==> src/rtl/sort_input_loader_pkg.sv <==
// Shared definitions for the sort input loader and the bitonic sorter.
// Also holds the demo batch loaded when SORT_LOADER_PRESET_EN is defined.
package sort_pkg;

  localparam int unsigned SORT_WIDTH = 8;
  localparam int unsigned SORT_N     = 16;

  typedef enum logic {
    FILL  = 1'b0,
    OFFER = 1'b1
  } loader_state_t;

  // Demo batch, entry 0 first.
  localparam int unsigned SORT_DEMO [16] = '{9, 1, 5, 2, 3, 4, 6, 7, 0, 8, 10, 12, 11, 13, 15, 14};

endpackage

==> src/rtl/sort_input_loader_if.sv <==
// Batch handshake between the input loader (master) and the sorter (slave).
interface sort_input_loader_if #(
  parameter int unsigned WIDTH = 8,
  parameter int unsigned N     = 16
);

  logic [N*WIDTH-1:0] data_out;
  logic               out_valid;
  logic               out_ready;

  modport master (output data_out, output out_valid, input out_ready);
  modport slave  (input data_out, input out_valid, output out_ready);

endinterface

==> src/rtl/sort_input_loader_key_debouncer.sv <==
// Pushbutton conditioner: 2-FF synchroniser, level debounce, one-cycle press pulse.
// Reusable for any active-low key.
module key_debouncer #(
  parameter int unsigned DEB_CYCLES = 1048575
) (
  input  logic clk,
  input  logic rst,
  input  logic key_n,
  output logic press_pulse
);

  localparam int unsigned CW = (DEB_CYCLES > 1) ? $clog2(DEB_CYCLES) : 1;

  logic          sync1;
  logic          sync2;
  logic          level;
  logic          level_d;
  logic [CW-1:0] cnt;

  always_ff @(posedge clk or negedge rst) begin
    if (!rst) begin
      sync1       <= 1'b1;
      sync2       <= 1'b1;
      level       <= 1'b1;
      level_d     <= 1'b1;
      cnt         <= '0;
      press_pulse <= 1'b0;
    end else begin
      sync1       <= key_n;
      sync2       <= sync1;
      level_d     <= level;
      press_pulse <= level_d & ~level;
      // Counts consecutive cycles of disagreement; any agreement restarts it.
      if (sync2 == level) begin
        cnt <= '0;
      end else if (cnt == CW'(DEB_CYCLES - 1)) begin
        level <= sync2;
        cnt   <= '0;
      end else begin
        cnt <= cnt + 1'b1;
      end
    end
  end

endmodule

==> src/rtl/sort_input_loader.sv <==
// Key-driven batch loader feeding the bitonic sorter over a valid/ready handshake.
// Define SORT_LOADER_PRESET_EN to reset into OFFER holding the demo batch.
module sort_input_loader
  import sort_pkg::*;
#(
  parameter int unsigned WIDTH      = SORT_WIDTH,
  parameter int unsigned N          = SORT_N,
  parameter int unsigned DEB_CYCLES = 1048575
) (
  input  logic                 clk,
  input  logic                 rst,
  input  logic                 key_n,
  input  logic                 clr,
  input  logic [9:0]           sw,
  sort_input_loader_if.master  bus,
  output logic [$clog2(N):0]   count,
  output logic [9:0]           led
);

  localparam int unsigned CW = $clog2(N) + 1;

  loader_state_t  state;
  loader_state_t  state_n;
  logic [CW-1:0]  count_n;
  logic           out_valid_n;
  logic           wr_en;
  logic           press_pulse;
  logic [CW-2:0]  wr_idx;
  logic [WIDTH-1:0] buf_q [N];
  logic [5:0]     last_q;
  logic           sw_unused;

  assign sw_unused = ^sw;
  assign wr_idx    = count[CW-2:0];

  key_debouncer #(
    .DEB_CYCLES (DEB_CYCLES)
  ) u_deb (
    .clk         (clk),
    .rst         (rst),
    .key_n       (key_n),
    .press_pulse (press_pulse)
  );

  always_ff @(posedge clk or negedge rst) begin
    if (!rst) begin
`ifdef SORT_LOADER_PRESET_EN
      state         <= OFFER;
      count         <= CW'(N);
      bus.out_valid <= 1'b1;
      for (int unsigned i = 0; i < N; i++) begin
        buf_q[i] <= WIDTH'(SORT_DEMO[i % 16]);
      end
`else
      state         <= FILL;
      count         <= '0;
      bus.out_valid <= 1'b0;
      for (int unsigned i = 0; i < N; i++) begin
        buf_q[i] <= '0;
      end
`endif
      last_q <= '0;
    end else begin
      state         <= state_n;
      count         <= count_n;
      bus.out_valid <= out_valid_n;
      if (wr_en) begin
        buf_q[wr_idx] <= sw[WIDTH-1:0];
        last_q        <= 6'(sw[WIDTH-1:0]);
      end
    end
  end

  // clr outranks both the press and the handshake; the N-th write is the last in FILL.
  always_comb begin
    state_n = state;
    count_n = count;
    wr_en   = 1'b0;
    if (clr) begin
      state_n = FILL;
      count_n = '0;
    end else begin
      case (state)
        FILL: begin
          if (press_pulse) begin
            wr_en   = 1'b1;
            count_n = count + 1'b1;
            if (count == CW'(N - 1)) state_n = OFFER;
          end
        end
        OFFER: begin
          if (bus.out_valid && bus.out_ready) begin
            state_n = FILL;
            count_n = '0;
          end
        end
        default: begin
          state_n = FILL;
          count_n = '0;
        end
      endcase
    end
    out_valid_n = (state_n == OFFER);
  end

  for (genvar g = 0; g < N; g++) begin : g_flat
    assign bus.data_out[g*WIDTH +: WIDTH] = buf_q[g];
  end

  assign led = {4'(count), last_q};

endmodule
==> src/flat_wrapper.sv <==
// flat-port wrapper written by rule: the top's interface ports become plain ports
module sort_input_loader_flat import sort_pkg::*;
#(
  parameter int unsigned WIDTH      = SORT_WIDTH,
  parameter int unsigned N          = SORT_N,
  parameter int unsigned DEB_CYCLES = 1048575
)
  (clk, rst, key_n, clr, sw, count, led, bus_data_out, bus_out_valid, bus_out_ready);
  sort_input_loader_if #(.WIDTH(WIDTH), .N(N)) bus_i ();
  input  logic clk;
  input  logic rst;
  input  logic key_n;
  input  logic clr;
  input  logic [9:0] sw;
  output logic [$clog2(N):0] count;
  output logic [9:0] led;
  output wire logic [$bits(bus_i.data_out)-1:0] bus_data_out;
  output wire logic [$bits(bus_i.out_valid)-1:0] bus_out_valid;
  input wire logic [$bits(bus_i.out_ready)-1:0] bus_out_ready;
  assign bus_data_out = bus_i.data_out;
  assign bus_out_valid = bus_i.out_valid;
  assign bus_i.out_ready = bus_out_ready;
  sort_input_loader #(.WIDTH(WIDTH), .N(N), .DEB_CYCLES(DEB_CYCLES)) u_core (.clk(clk), .rst(rst), .key_n(key_n), .clr(clr), .sw(sw), .bus(bus_i), .count(count), .led(led));
endmodule
==> config.mk <==
export PLATFORM = sky130hd
export DESIGN_NAME = sort_input_loader_flat
export DESIGN_NICKNAME = d
export VERILOG_FILES = /design/src/rtl/sort_input_loader_pkg.sv /design/src/rtl/sort_input_loader_if.sv /design/src/rtl/sort_input_loader_key_debouncer.sv /design/src/rtl/sort_input_loader.sv /design/src/flat_wrapper.sv
export SDC_FILE = /design/constraint.sdc
export NUM_CORES = 1
export LEC_CHECK = 0
export ABC_AREA = 1
export CAP_MARGIN = 20
export CELL_PAD_IN_SITES_DETAIL_PLACEMENT = 0
export CELL_PAD_IN_SITES_GLOBAL_PLACEMENT = 2
export CORE_MARGIN = 4
export CORE_UTILIZATION = 33
export DETAILED_ROUTE_END_ITERATION = 7
export PLACE_DENSITY_LB_ADDON = 0.25
export SLEW_MARGIN = 20
export SYNTH_ARGS = -nofsm -noshare
export SYNTH_HDL_FRONTEND = slang
export SYNTH_SLANG_ARGS = --single-unit
export TNS_END_PERCENT = 10
==> constraint.sdc <==
create_clock -name clk -period 3.2 [get_ports clk]
set_input_delay 0.32 -clock clk [delete_from_list [all_inputs] [get_ports clk]]
set_output_delay 0.32 -clock clk [all_outputs]
set_load 0.02 [all_outputs]
==> After elaboration in Yosys (flattened, before gate mapping) <==
Cells that the tools add are included.
{ "totals": {"reg_bits": 165, "in_bits": 15, "out_inout_bits": 144, "word_cells": 60} }
{ "classes": {"add_sub_neg": 2, "magnitude_cmp": 2, "n_eq_ne": 5, "n_mux": 17, "bitwise": 5, "n_reduce_logical": 4} }
{ "op_table": {"columns": ["operator", "count"], "rows": [
  ["$bwmux 128", 1],
  ["$mux 20", 2],
  ["$demux 8 s4", 1],
  ["$add 20x1->20 const B", 1],
  ["$eq 20x20->1 const B", 1],
  ["$mux 5", 3],
  ["$pmux 5 s2", 1],
  ["$mux 8", 1],
  ["$mux 1", 7],
  ["$ne 3x3->1 const B", 2],
  ["$add 5x1->5 const B", 1],
  ["$eq 5x4->1 const B", 1],
  ["$ge 5x5->1 const B", 1],
  ["$lt 5x1->1 const B", 1],
  ["$not 4->5", 1],
  ["$reduce_and 2->1", 2],
  ["$not 1->1", 3],
  ["$logic_and 1x1->1", 2],
  ["$pmux 1 s2", 1],
  ["$and 1x1->1", 1],
  ["$eq 1x1->1", 1]
]} }

==> Logic depth before layout (Yosys ltp) <==
Gate-level depths: netlist of the first run.
{ "logic_depth": {"ltp_word": 6, "depth_mapped": 10, "depth_no_buf": 9} }

==> Cells and area by module <==
Synthesis of the first run repeated with hierarchy kept, for this count alone.
{ "unflattened": {"hier_cells": 826, "area_unflattened_um2": 7225.7} }
{ "modules_own_cells": {"columns": ["module", "n_inst", "cells_per_inst", "area_per_inst_um2", "seq_area_each_um2"], "rows": [
  ["sort_input_loader", 1, 666, 5921.9, 3503.4],
  ["key_debouncer", 1, 160, 1303.8, 630.6]
]} }

==> Least setup slack after synthesis of the first run <==
Ideal clock, no wire load.
{ "synth_path": {"path_type": "reg2reg", "from": "register u_core.count[0]", "to": "register u_core.buf_q (netlist bit u_core.bus.data_out[6])", "setup_time_ps": 142, "t_arrival_ps": 1428, "t_required_ps": 3058, "setup_slack_ps": 1630, "stages_incl_launch_ff": 7, "n_path_buf": 1, "synth_period_minus_slack_ps": 1570, "cell_sequence": "dfrtp_1 inv_1 ha_1 nand4_4 buf_6 nand2_1 o21ai_0"} }
{ "synth_between": {"elab_chain_len": 6, "elab_cells_between_ends": 7, "cone_classes": "order compare (2); mux (3); bitwise (1); reduce/logical (1)"} }
{ "synth_rtl": {"columns": ["item", "line_no", "text"], "rows": [
  ["start: declaration", "sort_input_loader.sv:16", "output logic [$clog2(N):0] count,"],
  ["start signal: assignment", "sort_input_loader.sv:65", "count <= count_n;"],
  ["$not 4->5 (not written as such) *", "sort_input_loader.sv:68", "buf_q[wr_idx] <= sw[WIDTH-1:0];"],
  ["$ge 5x5->1 (not written as such) / $lt 5x1->1 (equally long branches)", "sort_input_loader.sv:68", null],
  ["$logic_and 1x1->1 (not written as such)", "sort_input_loader.sv:68", null],
  ["$mux 8 (not written as such)", "sort_input_loader.sv:68", null],
  ["$demux 8 s4 *", "sort_input_loader.sv:68", null],
  ["$bwmux 128 *", "sort_input_loader.sv:68", null],
  ["end signal: indexed assignment", "sort_input_loader.sv:68", null],
  ["end: declaration", "sort_input_loader.sv:29", "logic [WIDTH-1:0] buf_q [N];"]
]} }
Every way passes the cells marked *; elsewhere a longest branch is shown, timed or not.
A chain may end at the register's enable or synchronous reset.

==> Worst setup path after layout of the first run <==
{ "layout_path": {"from": "register u_core.count[2]", "to": "output port led[8]"} }
{ "layout_rtl": {"columns": ["item", "line_no", "text"], "rows": [
  ["end: declaration", "flat_wrapper.sv:16", "output logic [9:0] led;"]
]} }
No word-level cell between the ends.

==> flow_summary.html, run 1 <==
<table>
<tr><th>Metric</th><th>Value</th></tr>
<tr><th colspan="2">Floorplanning</th></tr>
<tr><td>Io pins</td><td>159</td></tr>
<tr><td>Total die area</td><td>22,860 µm²</td></tr>
<tr><td>Vertical extent of the die</td><td>151.2 µm</td></tr>
<tr><td>Floorplan core area</td><td>20,170 µm²</td></tr>
<tr><td>Die boundary width</td><td>151.2 µm</td></tr>
<tr><td>Effective utilization at floorplan</td><td>33.55%</td></tr>
<tr><td>Count of standard-cell rows</td><td>52</td></tr>
<tr><th colspan="2">CTS</th></tr>
<tr><td>Clock transition at path regs</td><td>0.06 ns</td></tr>
<tr><td>Number of H-tree levels</td><td>4</td></tr>
<tr><td>Number of buffers on the longest clock path</td><td>2</td></tr>
<tr><td>Post_cts resized</td><td>0</td></tr>
<tr><td># clock sinks</td><td>165</td></tr>
<tr><td>Library cell used as clock root buffer</td><td>clkbuf_16</td></tr>
<tr><td>CTS tree</td><td>yes</td></tr>
<tr><td>Clk Latency, worst-skew pair</td><td>0.42 ns</td></tr>
<tr><td>Total CTS buffers</td><td>17</td></tr>
<tr><th colspan="2">Job</th></tr>
<tr><td>Max-cap viol count</td><td>0</td></tr>
<tr><th colspan="2">Timing</th></tr>
<tr><td>Fin Hold WS</td><td>0.3275 ns</td></tr>
<tr><td>Final slew viol count</td><td>0</td></tr>
<tr><td>Final critical-path required period</td><td>1.995 ns</td></tr>
<tr><td>Least-Margin Pin Slew</td><td>0.9154 ns</td></tr>
<tr><td>Total negative setup slack</td><td>0 ns</td></tr>
<tr><td>FMAX</td><td>501.2 MHz</td></tr>
<tr><td>Worst slew margin relative to its limit</td><td>38.91%</td></tr>
<tr><td>Largest clock skew in the final design</td><td>0.01790 ns</td></tr>
<tr><td>Part of the cycle the worst path needs</td><td>62.35%</td></tr>
<tr><td>Setup-violating endpoint count in the final report</td><td>0</td></tr>
<tr><td>Final Hold Fails</td><td>0</td></tr>
<tr><td>Unrepaired setup endpoints after global routing</td><td>no</td></tr>
<tr><th colspan="2">Finish</th></tr>
<tr><td>Most frequent standard cell in the layout excluding fill and tap cells</td><td>dfrtp_1</td></tr>
<tr><td>Filler Cells Inserted</td><td>1,924</td></tr>
<tr><td>P&amp;R area growth vs syn</td><td>34.84%</td></tr>
<tr><td>Post-layout net count</td><td>834</td></tr>
<tr><td>Highest-count cells in the layout ignoring fill and taps</td><td>161 x dfrtp_1, 155 x clkdlybuf4s50_1, 114 x nand2_1, 103 x nor2_1, 72 x o21ai_0</td></tr>
<tr><td>Area used by sequential logic in the layout</td><td>4134 µm²</td></tr>
<tr><td>Utilization after layout</td><td>45.24%</td></tr>
<tr><td>Number of non-filler instances in the completed layout</td><td>1,096</td></tr>
<tr><td>Multi-input combinational cell area</td><td>2255 µm²</td></tr>
<tr><td>Share of post-route cells with drive strength above 1</td><td>9.697%</td></tr>
<tr><th colspan="2">Critical path</th></tr>
<tr><td>Data arrival at the endpoint of the critical path</td><td>1.68 ns</td></tr>
<tr><td>Launching element type of the critical path</td><td>register</td></tr>
<tr><td>Number of buffers and inverters on the critical path</td><td>1</td></tr>
<tr><td>Reg2Reg Setup Slack</td><td>1.29 ns</td></tr>
<tr><td>Critical-path maximum fanout</td><td>8</td></tr>
<tr><td>Cell type group with the largest total delay on the critical path</td><td>buffers and inverters</td></tr>
<tr><td>Critical path's largest stage delay</td><td>0.69 ns</td></tr>
<tr><td>CP Data Required Time</td><td>2.88 ns</td></tr>
<tr><td>Cell-by-cell trace of the critical path</td><td>clkdlybuf4s50_1</td></tr>
<tr><td>Worst r2r src</td><td>u_core.bus.out_valid</td></tr>
<tr><td>Worst R2R End</td><td>u_core.bus.data_out[63]</td></tr>
<tr><td>Slowest stage cell on the critical path</td><td>clkdlybuf4s50_1</td></tr>
<tr><td>Type of destination of the critical path</td><td>output pin</td></tr>
<tr><td>Critical setup path kind</td><td>register to output pin</td></tr>
<tr><td>Cells on worst reg2reg path</td><td>6</td></tr>
<tr><th colspan="2">Power and ir drop</th></tr>
<tr><td>VDD IR max</td><td>0.3472 mV</td></tr>
<tr><td>Static power due to leakage</td><td>0.004077 µW</td></tr>
<tr><td>Power density relative to cell area</td><td>494.5 nW/µm²</td></tr>
<tr><th colspan="2">Route</th></tr>
<tr><td>Via/cell ratio</td><td>4.580</td></tr>
<tr><td>Final Routed Wirelength</td><td>17,910 µm</td></tr>
<tr><td>Detailed Routing Iterations Pass 1</td><td>4</td></tr>
<tr><td>Total number of vias</td><td>5,020</td></tr>
<tr><td>DR WL/cell</td><td>16.34 µm</td></tr>
<tr><td>Iteration-0 DRC count of the detailed router</td><td>292</td></tr>
<tr><td>Number of nets with antenna violations after detailed routing</td><td>0</td></tr>
<tr><td>Number of remaining DRC errors</td><td>0</td></tr>
<tr><th colspan="2">Logic synthesis</th></tr>
<tr><td>Xor/xnor share of the synthesized area</td><td>1.424%</td></tr>
<tr><td>Compound-cell area share of the yosys netlist</td><td>11.70%</td></tr>
<tr><td>Dominant combinational cell family by area after synthesis</td><td>simple AND/OR/NAND/NOR gates</td></tr>
<tr><td>Share of the yosys chip area belonging to registers</td><td>61.09%</td></tr>
<tr><td>Primary FF master, synth</td><td>dfrtp_1</td></tr>
<tr><td>Syn Std Cell Area</td><td>6766 µm²</td></tr>
<tr><td>Synthesized netlist net count</td><td>686</td></tr>
<tr><td>Register bit total from synthesis</td><td>165</td></tr>
<tr><td>Post-Syn Area per Cell</td><td>10.19 µm²</td></tr>
<tr><td>Number of unique standard cell types used by synthesis</td><td>35</td></tr>
<tr><td>Ys async rst share</td><td>100.0%</td></tr>
<tr><td>Fraction of the mapped netlist area in simple logic gates</td><td>18.90%</td></tr>
<tr><td>Synthesis warning total</td><td>0</td></tr>
<tr><td>Count of flip-flops with a built-in enable after synthesis</td><td>0</td></tr>
<tr><td>Mux share of post-synthesis cell area</td><td>0%</td></tr>
<tr><td>Number of instances in the synthesized netlist</td><td>664</td></tr>
<tr><td>Fraction of the mapped netlist area in adder cells</td><td>1.294%</td></tr>
<tr><th colspan="2">Place</th></tr>
<tr><td>Placed cell count</td><td>1,062</td></tr>
<tr><td>Detailed placer's ending HPWL</td><td>12,490 µm</td></tr>
<tr><td>Final weighted congestion in routability-driven placement</td><td>0.7715</td></tr>
<tr><td>Port Buffer Count</td><td>156</td></tr>
<tr><th colspan="2">Min path</th></tr>
<tr><td>Endpoint with the worst hold slack</td><td>u_core.u_deb.sync1</td></tr>
<tr><td>Startpoint of the lowest-slack hold path</td><td>key_n</td></tr>
<tr><td>Worst hold stages</td><td>1</td></tr>
<tr><td>Kind of path behind the tightest hold check</td><td>input port to register</td></tr>
<tr><th colspan="2">GRT</th></tr>
<tr><td>Final global-route overflow total</td><td>0</td></tr>
<tr><td>Number of global-route vias before repair</td><td>4,914</td></tr>
<tr><td>Initial antenna violation count</td><td>0</td></tr>
<tr><td>Pin count of the biggest net entering global routing</td><td>75</td></tr>
<tr><td>Total global routing track utilization</td><td>15.95%</td></tr>
<tr><td>Global-route wire length before repair</td><td>27,830 µm</td></tr>
<tr><th colspan="2">Run status</th></tr>
<tr><td>Result of the run</td><td>complete, no violations</td></tr>
</table>
[layout make-up]
| type | instances | share of cell area, % |
|---|---|---|
| clock inverters | 9 | 1.796 |
| multi-input cells | 432 | 24.71 |
| diodes | 1 | 0.02743 |
| flip-flops and latches | 165 | 45.31 |
| inverters | 36 | 1.481 |
| well taps | 270 | 3.703 |
| clock buffers | 23 | 5.348 |
| repair buffers | 160 | 17.62 |
[layer usage]
metal | global-route usage (%) | share of wire (%) | vias up
li1 | - | - | 2452
met1 | 22.06 | 47 | 2416
met2 | 24.54 | 46 | 144
met3 | 4.967 | 6.3 | 8
met4 | 3.944 | 0.87 | 0
met5 | 0 | 0 | -
[synthesized netlist by cell type (3+ instances only)]
cell type | n | area, µm²
nand3_1 | 17 | 85.08
nor2_8 | 5 | 100.1
dfrtp_1 | 161 | 4029
a21oi_1 | 52 | 260.3
nor2_2 | 3 | 18.77
xnor2_1 | 5 | 43.79
nor3_1 | 3 | 15.01
nand2_2 | 3 | 18.77
nand3_4 | 3 | 52.55
buf_4 | 5 | 37.54
dfstp_2 | 4 | 105.1
buf_6 | 5 | 56.30
ha_1 | 7 | 87.58
o21ai_0 | 72 | 360.4
buf_2 | 7 | 35.03
o21ai_1 | 14 | 70.07
inv_1 | 28 | 105.1
clkbuf_1 | 9 | 33.78
nand2_1 | 114 | 427.9
a21oi_2 | 10 | 87.58
nor2_1 | 103 | 386.6
buf_8 | 4 | 60.06
xor2_1 | 6 | 52.55
inv_2 | 8 | 30.03
[how the worst max path moves through the flow]
| stage | slack (ns) | end | startpoint | depth (start not counted) |
|---|---|---|---|---|
| 3_3_place_gp | 0.95 | u_core.bus.data_out[59] | clr | 5 |
| 6_report | 1.20 | led[8] | u_core.count[2] | 1 |
| 4_1_cts | 1.16 | led[8] | u_core.count[2] | 1 |
| 2_1_floorplan | 1.63 | u_core.bus.data_out[6] | u_core.count[0] | 6 |
| 5_1_grt | 1.08 | u_core.bus.data_out[60] | u_core.bus.out_valid | 7 |
| 3_5_place_dp | 0.93 | u_core.bus.data_out[63] | clr | 5 |
[flip-flops by register name, indices dropped and copies added, names as in the netlist]
| signal | count |
|---|---|
| u_core.u_deb.level_d | 1 |
| u_core.count | 5 |
| u_core.u_deb.level | 1 |
| u_core.bus.data_out | 128 |
| u_core.last_q | 6 |
| u_core.u_deb.cnt | 20 |
| u_core.u_deb.sync1 | 1 |
| u_core.u_deb.press_pulse | 1 |
| u_core.bus.out_valid | 1 |
| u_core.u_deb.sync2 | 1 |
[kinds of logic (layout without fill, tap and decap cells)]
kind of cell	after synthesis	count (layout)
and+or+nand+nor	264	264
buffers and inverters	67	228
xor gates and xnor gates	11	11
AOI/OAI and AO/OA	150	150
DFF	165	165
other	0	1
adders and majority gates	7	7
[stage by stage]
step	cell area, µm²	worst slack (ns)	power, µW
detailed placement	8459	0.9253	2321
global placement	8459	0.9503	2317
global route	9121	1.075	4673
floorplan	6766	1.630	2204
finish	9124	1.205	4511
CTS	9121	1.162	4576
[what timing repair did]
action	4_1_cts	5_1_grt
buffers inserted	0	0
hold buffers	1	0
endpoints found under the hold margin	72	0
endpoints found under the setup margin	0	0
[where the power goes]
part | internal (µW) | leakage [µW] | switching [µW]
Combinational | 46.1 | 0.00149 | 119
Sequential | 2100 | 0.00227 | 9.80
Clock | 1400 | 0.000319 | 832
Note: power is estimated with default switching activity, not from simulation.
==> run 2: changes to the inputs <==
--- a/config.mk
+++ b/config.mk
@@ -10,7 +10,7 @@
 export CELL_PAD_IN_SITES_DETAIL_PLACEMENT = 0
 export CELL_PAD_IN_SITES_GLOBAL_PLACEMENT = 2
 export CORE_MARGIN = 4
-export CORE_UTILIZATION = 33
+export CORE_UTILIZATION = 28
 export DETAILED_ROUTE_END_ITERATION = 7
 export PLACE_DENSITY_LB_ADDON = 0.25
 export SLEW_MARGIN = 20
==> constraint.sdc (replaced) <==
create_clock -name clk -period 1.68 [get_ports clk]
set_input_delay 0.168 -clock clk [delete_from_list [all_inputs] [get_ports clk]]
set_output_delay 0.168 -clock clk [all_outputs]
set_load 0.02 [all_outputs]
==> run 2 against run 1 <==
Effect of this change: combinational power up 110%; non-clock buffer count grew 28; global-route usage fell by 1.3 points; critical path depth unchanged.
==> flow_summary.html, run 2 (synthesized netlist as in run 1, its figures left out) <==
<table>
<tr><th>Metric</th><th>Value</th></tr>
<tr><th colspan="2">Finish</th></tr>
<tr><td>Share of post-route cells with drive strength above 1</td><td>13.13% (was 9.697%)</td></tr>
<tr><td>Final instance area</td><td>9440 µm² (was 9124 µm²)</td></tr>
<tr><td>Utilization after layout</td><td>39.98% (was 45.24%)</td></tr>
<tr><td>P&amp;R area growth vs syn</td><td>39.52% (was 34.84%)</td></tr>
<tr><td>Highest-count cells in the layout ignoring fill and taps</td><td>160 x dfrtp_1, 146 x clkdlybuf4s50_1, 114 x nand2_1, 103 x nor2_1, 72 x o21ai_0 (was 161 x dfrtp_1, 155 x clkdlybuf4s50_1, 114 x nand2_1, 103 x nor2_1, 72 x o21ai_0)</td></tr>
<tr><td>Post-layout net count</td><td>862 (was 834)</td></tr>
<tr><td>Most frequent standard cell in the layout excluding fill and tap cells</td><td>dfrtp_1 (unchanged)</td></tr>
<tr><td>Number of flip-flops in the largest register</td><td>128 (unchanged)</td></tr>
<tr><td>Antenna fix cells</td><td>0 (was 1)</td></tr>
<tr><th colspan="2">CTS</th></tr>
<tr><td>Total CTS buffers</td><td>17 (unchanged)</td></tr>
<tr><td>Library cell used as clock root buffer</td><td>clkbuf_16 (unchanged)</td></tr>
<tr><td>CTS tree</td><td>yes (unchanged)</td></tr>
<tr><td>Setup repair bufs after CTS</td><td>0 (unchanged)</td></tr>
<tr><td>Number of H-tree levels</td><td>4 (unchanged)</td></tr>
<tr><td>Number of buffers on the longest clock path</td><td>2 (unchanged)</td></tr>
<tr><td>Clock transition at path regs</td><td>0.07 ns (was 0.06 ns)</td></tr>
<tr><td># clock sinks</td><td>165 (unchanged)</td></tr>
<tr><td>Clk Latency, worst-skew pair</td><td>0.42 ns (about the same)</td></tr>
<tr><th colspan="2">GRT</th></tr>
<tr><td>Initial antenna violation count</td><td>0 (unchanged)</td></tr>
<tr><td>Global-route wire length before repair</td><td>30,190 µm (was 27,830 µm)</td></tr>
<tr><td>Pin count of the biggest net entering global routing</td><td>39 (was 75)</td></tr>
<tr><td>Final global-route overflow total</td><td>0 (unchanged)</td></tr>
<tr><td>Total global routing track utilization</td><td>14.68% (was 15.95%)</td></tr>
<tr><td>Number of global-route vias before repair</td><td>5,286 (was 4,914)</td></tr>
<tr><th colspan="2">Timing</th></tr>
<tr><td>Final slew viol count</td><td>0 (unchanged)</td></tr>
<tr><td>Final Hold Fails</td><td>0 (unchanged)</td></tr>
<tr><td>Least-Margin Pin Slew</td><td>0.4245 ns (was 0.9154 ns)</td></tr>
<tr><td>Largest clock skew in the final design</td><td>0.01064 ns (was 0.01790 ns)</td></tr>
<tr><td>Part of the cycle the worst path needs</td><td>94.95%</td></tr>
<tr><td>Unrepaired setup endpoints after global routing</td><td>no (unchanged)</td></tr>
<tr><td>FMAX</td><td>626.9 MHz</td></tr>
<tr><td>Fin Hold WS</td><td>0.1634 ns (was 0.3275 ns)</td></tr>
<tr><td>Worst slew margin relative to its limit</td><td>71.70% (was 38.91%)</td></tr>
<tr><td>Minimum setup slack in the final design</td><td>0.08478 ns (was 1.205 ns)</td></tr>
<tr><td>Final critical-path required period</td><td>1.595 ns</td></tr>
<tr><td>Setup-violating endpoint count in the final report</td><td>0 (unchanged)</td></tr>
<tr><th colspan="2">Route</th></tr>
<tr><td>Number of nets with antenna violations after detailed routing</td><td>0 (unchanged)</td></tr>
<tr><td>Via/cell ratio</td><td>4.321 (was 4.580)</td></tr>
<tr><td>Iteration-0 DRC count of the detailed router</td><td>255 (was 292)</td></tr>
<tr><td>Final Routed Wirelength</td><td>19,280 µm (was 17,910 µm)</td></tr>
<tr><td>Number of remaining DRC errors</td><td>0 (unchanged)</td></tr>
<tr><td>Total number of vias</td><td>5,064 (was 5,020)</td></tr>
<tr><td>DR WL/cell</td><td>16.45 µm (was 16.34 µm)</td></tr>
<tr><td>Detailed Routing Iterations Pass 1</td><td>6 (was 4)</td></tr>
<tr><th colspan="2">Critical path</th></tr>
<tr><td>CP Data Required Time</td><td>1.51 ns (was 2.88 ns)</td></tr>
<tr><td>Type of destination of the critical path</td><td>output pin (unchanged)</td></tr>
<tr><td>Data arrival at the endpoint of the critical path</td><td>1.43 ns (was 1.68 ns)</td></tr>
<tr><td>Cell type group with the largest total delay on the critical path</td><td>buffers and inverters (unchanged)</td></tr>
<tr><td>Reg2Reg Setup Slack</td><td>0.12 ns (was 1.29 ns)</td></tr>
<tr><td>Launching element type of the critical path</td><td>register (unchanged)</td></tr>
<tr><td>Setup crit start</td><td>u_core.bus.data_out[67] (was u_core.count[2])</td></tr>
<tr><td>Critical path's largest stage delay</td><td>0.62 ns (was 0.69 ns)</td></tr>
<tr><td>Critical-path maximum fanout</td><td>2 (was 8)</td></tr>
<tr><td>Worst r2r src</td><td>u_core.count[0] (was u_core.bus.out_valid)</td></tr>
<tr><td>Number of buffers and inverters on the critical path</td><td>1 (unchanged)</td></tr>
<tr><td>Critical setup path kind</td><td>register to output pin (unchanged)</td></tr>
<tr><td>Slowest stage cell on the critical path</td><td>clkdlybuf4s50_1 (unchanged)</td></tr>
<tr><td>Cell-by-cell trace of the critical path</td><td>clkdlybuf4s50_1 (unchanged)</td></tr>
<tr><th colspan="2">Job</th></tr>
<tr><td>Max-cap viol count</td><td>0 (unchanged)</td></tr>
<tr><th colspan="2">Min path</th></tr>
<tr><td>Startpoint of the lowest-slack hold path</td><td>key_n (unchanged)</td></tr>
<tr><td>Kind of path behind the tightest hold check</td><td>input port to register (unchanged)</td></tr>
<tr><th colspan="2">Floorplanning</th></tr>
<tr><td>Floorplan core area</td><td>23,610 µm² (was 20,170 µm²)</td></tr>
<tr><td>Vertical extent of the die</td><td>163.5 µm (was 151.2 µm)</td></tr>
<tr><td>Count of standard-cell rows</td><td>56 (was 52)</td></tr>
<tr><td>Io pins</td><td>159 (unchanged)</td></tr>
<tr><td>Die boundary width</td><td>163.5 µm (was 151.2 µm)</td></tr>
<tr><td>Total die area</td><td>26,720 µm² (was 22,860 µm²)</td></tr>
<tr><td>Effective utilization at floorplan</td><td>28.66% (was 33.55%)</td></tr>
<tr><th colspan="2">Power and ir drop</th></tr>
<tr><td>Net switching power of the design</td><td>1943 µW (was 960.7 µW)</td></tr>
<tr><td>Switching Fraction</td><td>22.90% (was 21.29%)</td></tr>
<tr><td>Clock group share of total power</td><td>48.4% (was 49.5%)</td></tr>
<tr><td>Power density relative to cell area</td><td>898.7 nW/µm² (was 494.5 nW/µm²)</td></tr>
<tr><td>Internal portion of total power</td><td>6541 µW (was 3551 µW)</td></tr>
<tr><td>Static power due to leakage</td><td>0.004275 µW (was 0.004077 µW)</td></tr>
<tr><td>Flop pwr share</td><td>47.4% (was 46.8%)</td></tr>
<tr><td>Part of the power in combinational logic</td><td>4.1% (was 3.6%)</td></tr>
<tr><td>VDD IR max</td><td>0.4876 mV (was 0.3472 mV)</td></tr>
<tr><th colspan="2">Place</th></tr>
<tr><td>Final weighted congestion in routability-driven placement</td><td>0.7500 (was 0.7715)</td></tr>
<tr><td>Worst-case setup slack after placement</td><td>-0.05940 ns (was 0.9253 ns)</td></tr>
<tr><td>Port Buffer Count</td><td>156 (unchanged)</td></tr>
<tr><td>Detailed placer's ending HPWL</td><td>13,950 µm (was 12,490 µm)</td></tr>
<tr><td>Total cell area at the placement stage</td><td>8806 µm² (was 8459 µm²)</td></tr>
<tr><th colspan="2">Run status</th></tr>
<tr><td>Result of the run</td><td>complete, no violations (unchanged)</td></tr>
</table>
## run 2: cell type report
class	instances	area, µm²
timing repair buffer	188	1886
clock buffer	18	439.2
tap	319	399.1
fill	2329	14170
clock inverter	14	186.4
sequential	165	4135
inverter	36	137.6
multi-input combinational	432	2257
## run 2: worst paths after layout
kind,to,depth (start not counted)
max in group asynchronous,u_core.u_deb.sync2,3
worst min-delay path,u_core.u_deb.sync1,1
worst max-delay path,bus_data_out[67],1
min in group asynchronous,u_core.bus.data_out[101],2
worst min register to register,u_core.u_deb.sync2,0
worst max register to register,u_core.bus.data_out[114],6
## run 2: repair_timing
action / in CTS / in global routing
pin swaps: 0 / 0
hold endpoints to repair: 32 / 0
hold buffers: 1 / 0
setup endpoints to repair: 8 / 17
resized for setup: 9 / 3
## run 2: metrics by stage
stage / cells / setup TNS [ns] / power [µW]
final: 1172 / 0 / 8484
after floorplan: 664 / 0 / 4199
after detailed placement: 1139 / -0.9146 / 4459
after global routing: 1172 / 0 / 8824
after CTS: 1172 / 0 / 8620
after global placement: 1139 / -0.06050 / 4449
## run 2: per-layer routing
layer	GRT usage, %	vias to the layer above	routed length [µm]
li1	-	2506	-
met1	19.30	2433	8801
met2	24.40	112	9295
met3	3.608	13	977
met4	3.774	0	206
met5	0	-	0
## run 2: power groups by stage
| stage | clock network [µW] | logic (µW) | registers, µW |
|---|---|---|---|
| detailed placement | 0 | 362 | 4100 |
| global placement | 0 | 354 | 4100 |
| finish | 4110 | 352 | 4020 |
| global route | 4410 | 392 | 4020 |
| CTS | 4230 | 365 | 4020 |
| floorplan | 0 | 81.2 | 4120 |
